<file path="config.mk">
export PLATFORM = sky130hd
export DESIGN_NAME = addsub_ctrl
export DESIGN_NICKNAME = d
export VERILOG_FILES = /design/src/rtl/addsub_pkg.sv /design/src/rtl/addsub_ctrl.sv
export SDC_FILE = /design/constraint.sdc
export NUM_CORES = 1
export LEC_CHECK = 0
export ABC_AREA = 0
export CORE_MARGIN = 1.5
export CORE_UTILIZATION = 42
export CTS_BUF_LIST = sky130_fd_sc_hd__clkbuf_4
export DETAILED_ROUTE_END_ITERATION = 12
export GPL_ROUTABILITY_DRIVEN = 0
export PLACE_DENSITY = 0.8
export SLEW_MARGIN = 0
export SYNTH_ARGS = -nofsm -noshare
export SYNTH_HDL_FRONTEND = slang
export SYNTH_SLANG_ARGS = --single-unit
</file>
<file path="constraint.sdc">
create_clock -name clk -period 5.25 [get_ports clk]
set_clock_uncertainty 0.1 [all_clocks]
set_input_delay 0.525 -clock clk [delete_from_list [all_inputs] [get_ports clk]]
set_output_delay 0.525 -clock clk [all_outputs]
set_load 0.01 [all_outputs]
</file>
<file path="src/rtl/addsub_pkg.sv">
// Shared encodings for the adder/subtractor/comparator sequencing front-end.
package addsub_pkg;

    localparam logic [1:0] OP_ADD = 2'b00;
    localparam logic [1:0] OP_SUB = 2'b01;
    localparam logic [1:0] OP_CMP = 2'b10;
    localparam logic [1:0] OP_ACC = 2'b11;

    typedef enum logic [1:0] {
        IDLE = 2'd0,
        EXEC = 2'd1,
        RESP = 2'd2
    } state_t;

    localparam logic [3:0] SAT_POS = 4'h7;
    localparam logic [3:0] SAT_NEG = 4'h8;

    // Bit positions inside the compare vector {0, A>B, A<B, A==B}.
    localparam int EQ = 0;
    localparam int LT = 1;
    localparam int GT = 2;

    // A wrapped result with the sign bit set came from a positive overflow.
    function automatic logic [3:0] sat_value(input logic [3:0] wrapped);
        return wrapped[3] ? SAT_POS : SAT_NEG;
    endfunction

endpackage

</file>
<file path="src/rtl/addsub_ctrl.sv">
// Sequencer for the 4-bit add/sub/compare unit: handshake in, settle, capture, handshake out.
// Optional saturation of overflowing ADD/SUB/ACC results under `define ADDSUB_CTRL_SAT_EN.
module addsub_ctrl
    import addsub_pkg::*;
#(
    parameter int         EXEC_CYCLES = 1,
    parameter logic [3:0] ACC_INIT    = 4'h0
) (
    input  logic       clk,
    input  logic       rst,
    input  logic       in_valid,
    output logic       in_ready,
    input  logic [1:0] in_op,
    input  logic [3:0] in_a,
    input  logic [3:0] in_b,
    output logic [3:0] au_a,
    output logic [3:0] au_b,
    output logic       au_m,
    output logic       au_c,
    input  logic [3:0] au_out,
    input  logic       au_ov,
    input  logic       au_cout,
    output logic       out_valid,
    input  logic       out_ready,
    output logic [3:0] out_data,
    output logic       out_ov,
    output logic       out_cout,
    output logic [3:0] acc,
    output logic       ovf_sticky,
    input  logic       clr_sticky
);

    state_t     state;
    state_t     next_state;
    logic [3:0] wait_cnt;
    logic [1:0] op;
    logic [3:0] result;

    always_ff @(posedge clk or posedge rst) begin
        if (rst) begin
            state <= IDLE;
        end else begin
            state <= next_state;
        end
    end

    // NOTE: every output of this block is assigned before the case so no path can infer a latch.
    always_comb begin
        next_state = state;
        in_ready   = 1'b0;
        case (state)
            IDLE: begin
                in_ready = 1'b1;
                if (in_valid) next_state = EXEC;
            end
            EXEC: begin
                if (wait_cnt == 4'd0) next_state = RESP;
            end
            RESP: begin
                if (out_ready) next_state = IDLE;
            end
            default: next_state = IDLE;
        endcase
    end

    always_comb begin
        result = au_out;
`ifdef ADDSUB_CTRL_SAT_EN
        if (au_ov && (op != OP_CMP)) result = sat_value(au_out);
`endif
    end

    // NOTE: sequential state uses non-blocking assignments so every register samples pre-edge values.
    always_ff @(posedge clk or posedge rst) begin
        if (rst) begin
            au_a       <= 4'h0;
            au_b       <= 4'h0;
            au_m       <= 1'b0;
            au_c       <= 1'b0;
            op         <= OP_ADD;
            wait_cnt   <= 4'd0;
            out_data   <= 4'h0;
            out_ov     <= 1'b0;
            out_cout   <= 1'b0;
            out_valid  <= 1'b0;
            acc        <= ACC_INIT;
            ovf_sticky <= 1'b0;
        end else begin
            // A set at capture later in this block overrides this clear.
            if (clr_sticky) ovf_sticky <= 1'b0;

            case (state)
                IDLE: begin
                    if (in_valid) begin
                        op       <= in_op;
                        wait_cnt <= 4'(EXEC_CYCLES - 1);
                        au_a     <= (in_op == OP_ACC) ? acc : in_a;
                        au_b     <= in_b;
                        au_m     <= (in_op == OP_SUB) || (in_op == OP_CMP);
                        au_c     <= (in_op == OP_CMP);
                    end
                end
                EXEC: begin
                    if (wait_cnt != 4'd0) begin
                        wait_cnt <= wait_cnt - 4'd1;
                    end else begin
                        out_data  <= result;
                        out_ov    <= au_ov;
                        out_cout  <= au_cout;
                        out_valid <= 1'b1;
                        if (op == OP_ACC) acc <= result;
                        if (au_ov && (op != OP_CMP)) ovf_sticky <= 1'b1;
                    end
                end
                RESP: begin
                    if (out_ready) out_valid <= 1'b0;
                end
                default: ;
            endcase
        end
    end

endmodule
</file>
# After elaboration in Yosys (flattened, before gate mapping)
# Cells that the tools add are included.
# totals
register_bits	30
latchBits	0
ramBits	0
romBits	0
input_bits	21
mem_count	0
# classes
add_sub_neg	1
multipliers	0
n_div	0
magnitude_cmp	0
eq_ne	12
shifts	0
muxes	16
bitwise	1
reduce_logical	13
# ops
op	count
$mux 4	3
$ne 2x2->1 const B	6
$reduce_and 3->1	4
$eq 2x2->1 const B	4
$pmux 4 s2	1
$mux 1	7
$mux 2	3
$pmux 2 s3	1
$eq 2x1->1 const B	2
$logic_not 4->1	1
$reduce_and 2->1	2
$reduce_bool 2->1	2
$reduce_bool 4->1	1
$sub 4x1->4 const B	1
$logic_not 2->1	1
$pmux 1 s2	1
$logic_and 1x1->1	1
$logic_or 1x1->1	1
$not 1->1	1

# Longest topological paths before layout
# depth
word_depth	5
ltp_mapped	5

# Worst setup path before layout
# OpenSTA, ideal clock, no wires.
# synth_timing
path_type	register to register
start	register wait_cnt[0]
end	register acc[0]
t_arrival_ns	1.624
required_time_ns	5.025
slack_ns	3.401
stages_incl_launch_ff	6
n_path_buf	0
path_cell_list	dfrtp_1 inv_1 ha_1 or3b_4 nor3_4 mux2_2
# synth_via
elab_chain_len	3
# synth_rtl
item	line	text
start, declared	addsub_ctrl.sv:35	logic [3:0] wait_cnt;
start signal, assigned	addsub_ctrl.sv:96	wait_cnt <= 4'(EXEC_CYCLES - 1);
start signal, assigned	addsub_ctrl.sv:105	wait_cnt <= wait_cnt - 4'd1;
$reduce_bool 4->1	addsub_ctrl.sv:104	if (wait_cnt != 4'd0) begin
$not 1->1 (no source line)	-	
$reduce_and 3->1 (no source line)	-	
end signal, assigned	addsub_ctrl.sv:111	if (op == OP_ACC) acc <= result;
end, declared	addsub_ctrl.sv:28	output logic [3:0] acc,
# No other way between the ends.
# A chain may end at the register's enable or synchronous reset.

# Worst setup path in the final report
# layout_timing
start	input port in_valid
end	register au_b[1]
# layout_via
elab_chain_len	1
# layout_rtl
item	line	text
start, declared	addsub_ctrl.sv:11	input logic in_valid,
$reduce_and 2->1 (no source line)	-	
end signal, assigned	addsub_ctrl.sv:98	au_b <= in_b;
end, declared	addsub_ctrl.sv:17	output logic [3:0] au_b,
# No other way between the ends.

==> results.tsv <==
stage	metric	value	unit
synthesis	Synth Instances	103	
sta	Final Critical Period	2.15	ns
sta	setup tns final	0	ns
critical_path	CP startpoint	in_valid	
sta	RSZ-0062 raised after global routing	no	
power_and_ir_drop	VDD IR max	0.000280	V
global_routing	initial antenna violation count	0	
critical_path	Req. time, crit path	5.36	ns
floorplanning	Total Die Area	3470	µm²
min_path	Hold Startpoint	out_ov$_DFFE_PP0P_	
critical_path	arrival time worst endpoint	2.26	ns
finish	area grow syn2layout	38.3	%
drt	DR vias	945	
drt	Initial DRC Count	24	
clock_network	Post-CTS Setup Bufs	0	
clock_network	cts bufs inserted	5	
finish	Final #Nets	174	
finish	layout cells sized above 1	0.187	
drt	Vias/cell	5.16	
clock_network	Max clock buf depth	2	
sta	Tcrit/Tclk final	0.409	
synthesis	Syn Nets	127	
clock_network	clock sinks	30	
floorplanning	core area	3000	µm²
clock_network	Post-CTS Resized	0	
drt	first-pass iteration count of the detailed router	4	
synthesis	mux contribution to synthesized area	0.191	
synthesis	Synth Area in Adders	0.0286	
clock_network	Hold-fix buffers, CTS	0	
drt	ANT nets after route	0	
synthesis	post-synthesis sequential area ratio	0.571	
flow_run	max_cap viols	0	
global_routing	first-pass GRT wire length	4.14	mm
floorplanning	Initial Util	0.438	
sta	final setup violating endpoints	0	
synthesis	Async SR Flop Fraction	1.00	
synthesis	yosys warns	0	
critical_path	worst reg2reg path startpoint	wait_cnt[0]$_DFFE_PP0P_	
synthesis	Synth Register Bits	30	
floorplanning	Die Wd	58.9	µm
place	Post-DP HPWL	1.86	mm
floorplanning	die height	58.9	µm
critical_path	CP cell instances	clkdlybuf4s50_1 > nor3b_2 > mux2_2	
finish	Antenna Cells	0	
clock_network	CTS tree	yes	
sta	Slew HR	0.266	
sta	max-slew violation count	0	
floorplanning	Site Rows	20	
finish	# fillers	262	
place	IO Port Bufs	43	
power_and_ir_drop	P_leak	0.794	nW
critical_path	Crit. End Element	register	
sta	worst slew pin tran	1.10	ns
sta	fmax	465	MHz
critical_path	crit path launch type	primary input	
synthesis	Post-synth EDFFs	0	
drt	Post-Route WL	2.46	mm
drt	drc violations	0	
min_path	HP Class	register to register	
place	Placed Instances	176	
finish	Storage cell area	751	µm²
synthesis	Synth Area in Compound Gates	0.0581	
status	outcome	finished clean	
synthesis	largest family of logic cells by synthesized area	multiplexers	
power_and_ir_drop	Power Density	576	nW/µm²
critical_path	Critical Path Fanout Max	16	
finish	non-filler cells, final	183	
critical_path	Critical Setup Path Class	primary input to register	
synthesis	Post-Synth XOR/XNOR Area	0	
critical_path	CP max-delay cell	nor3b_2	
global_routing	Overall Global Routing Usage	0.163	
synthesis	count of different cell masters after synthesis	27	
global_routing	vias in the first global route	966	
clock_network	CTS clock-pin slew for the worst setup and hold paths	0.09	ns
synthesis	Post-Syn Area	1310	µm²
clock_network	root buffer cell	clkbuf_4	
synthesis	Synth Area in Simple Gates	0.118	
critical_path	slowest stage delay, CP	0.84	ns
clock_network	H-tree levels	2	
global_routing	remaining global-route overflow	0	
global_routing	largest net degree at the start of global routing	31	
synthesis	Avg Inst Size Synth	12.8	µm²
clock_network	Clk Latency, worst-skew pair	0.32	ns
finish	area of the multi-input gates	520	µm²
sta	final hold violation count	0	
drt	Avg WL per Cell	13.4	µm
floorplanning	io pins	44	
synthesis	top_reg_cell synth	dfrtp_1	
power_and_ir_drop	Final Power	0.00105	W
-- cells in the final DEF (no fill, tap or decap) --
cell type | netlist | routed
nand3_1 | 2 | 2
o21bai_1 | 1 | 1
nand2_1 | 4 | 4
or4_1 | 1 | 1
nor2_4 | 1 | 1
o21ai_0 | 3 | 3
o22ai_1 | 1 | 1
or3b_4 | 1 | 1
or3_1 | 1 | 1
a32o_1 | 1 | 1
clkinv_2 | 0 | 2
clkdlybuf4s50_1 | 0 | 43
clkbuf_4 | 0 | 5
dfrtp_1 | 30 | 30
nor3_4 | 1 | 1
nor3b_2 | 1 | 1
nor2b_1 | 1 | 1
nand2b_1 | 3 | 3
mux2_2 | 17 | 17
nor3b_1 | 1 | 1
inv_1 | 7 | 7
nor4bb_1 | 1 | 1
mux2i_1 | 6 | 6
a21o_1 | 1 | 1
nor2_1 | 6 | 6
a21oi_1 | 6 | 6
ha_1 | 3 | 3
-- cell usage after synthesis (2+ instances only) --
| master | number | share of area |
|---|---|---|
| a21oi_1 | 6 | 0.023 |
| dfrtp_1 | 30 | 0.57 |
| ha_1 | 3 | 0.029 |
| inv_1 | 7 | 0.020 |
| mux2_2 | 17 | 0.15 |
| mux2i_1 | 6 | 0.046 |
| nand2_1 | 4 | 0.011 |
| nand2b_1 | 3 | 0.014 |
| nand3_1 | 2 | 0.0076 |
| nor2_1 | 6 | 0.017 |
| o21ai_0 | 3 | 0.011 |
-- stage by stage --
stage          area (µm²)  worst slack [ns]   util  hold slack, ns
2_1_floorplan        1310              3.40      -           0.366
3_3_place_gp         1770              2.82  0.589           0.376
3_5_place_dp         1770              2.75  0.589           0.394
4_1_cts              1820              3.09  0.605           0.415
5_1_grt              1820              3.00  0.605           0.432
6_report             1820              3.10  0.605           0.411
-- layer usage --
metal | track usage | routed length [µm] | vias up
li1 | - | - | 454
met1 | 0.185 | 1050 | 449
met2 | 0.265 | 1160 | 37
met3 | 0.0659 | 207 | 5
met4 | 0.0779 | 36 | 0
met5 | 0 | 0 | -
-- flip-flops by register name, summed over array words and instances, names as in the netlist --
| name | flops |
|---|---|
| out_ov | 1 |
| au_b | 4 |
| wait_cnt | 4 |
| out_cout | 1 |
| au_m | 1 |
| out_data | 4 |
| out_valid | 1 |
| au_c | 1 |
| ovf_sticky | 1 |
| op | 2 |
| state | 2 |
| au_a | 4 |
| acc | 4 |
-- path summary, 6_finish.rpt --
kind	endpoint	slack (ns)	cells past startpoint
setup / recovery	au_b[1]$_DFFE_PP0P_	3.10	3
hold / removal	out_ov$_DFFE_PP0P_	0.41	1
setup reg to reg	acc[1]$_DFFE_PP0P_	3.26	5
hold reg to reg	out_ov$_DFFE_PP0P_	0.41	1
max in group asynchronous	state[0]$_DFFE_PP0P_	3.69	2
min in group asynchronous	au_m$_DFFE_PP0P_	0.69	2
-- critical path, delay by kind of cell --
family	cells	cell delay [ns]
and+or+nand+nor	1	0.84
muxes	1	0.42
buffers and inverters	1	0.48
-- cells by family after synthesis --
kind of cell / after synthesis
AOI/OAI and AO/OA: 13
muxes: 23
DFF: 30
and+or+nand+nor: 24
adders and majority gates: 3
buffers and inverters: 10
-- power breakdown --
group | leakage, nW | switching (W) | total [W] | internal [W]
logic | 0.404 | 0.000200 | 0.000500 | 0.000300
clock network | 0.0308 | 0.0000741 | 0.000122 | 0.0000480
registers | 0.359 | 0.0000813 | 0.000424 | 0.000343
-- final cells by class --
| class | instances | area share |
|---|---|---|
| clock inverter | 2 | 0.00551 |
| tap | 33 | 0.0227 |
| clock buffer | 5 | 0.0207 |
| sequential | 30 | 0.413 |
| timing repair buffer | 43 | 0.237 |
| multi-input combinational | 63 | 0.287 |
| inverter | 7 | 0.0145 |
Power figures use the tool's default switching activity.
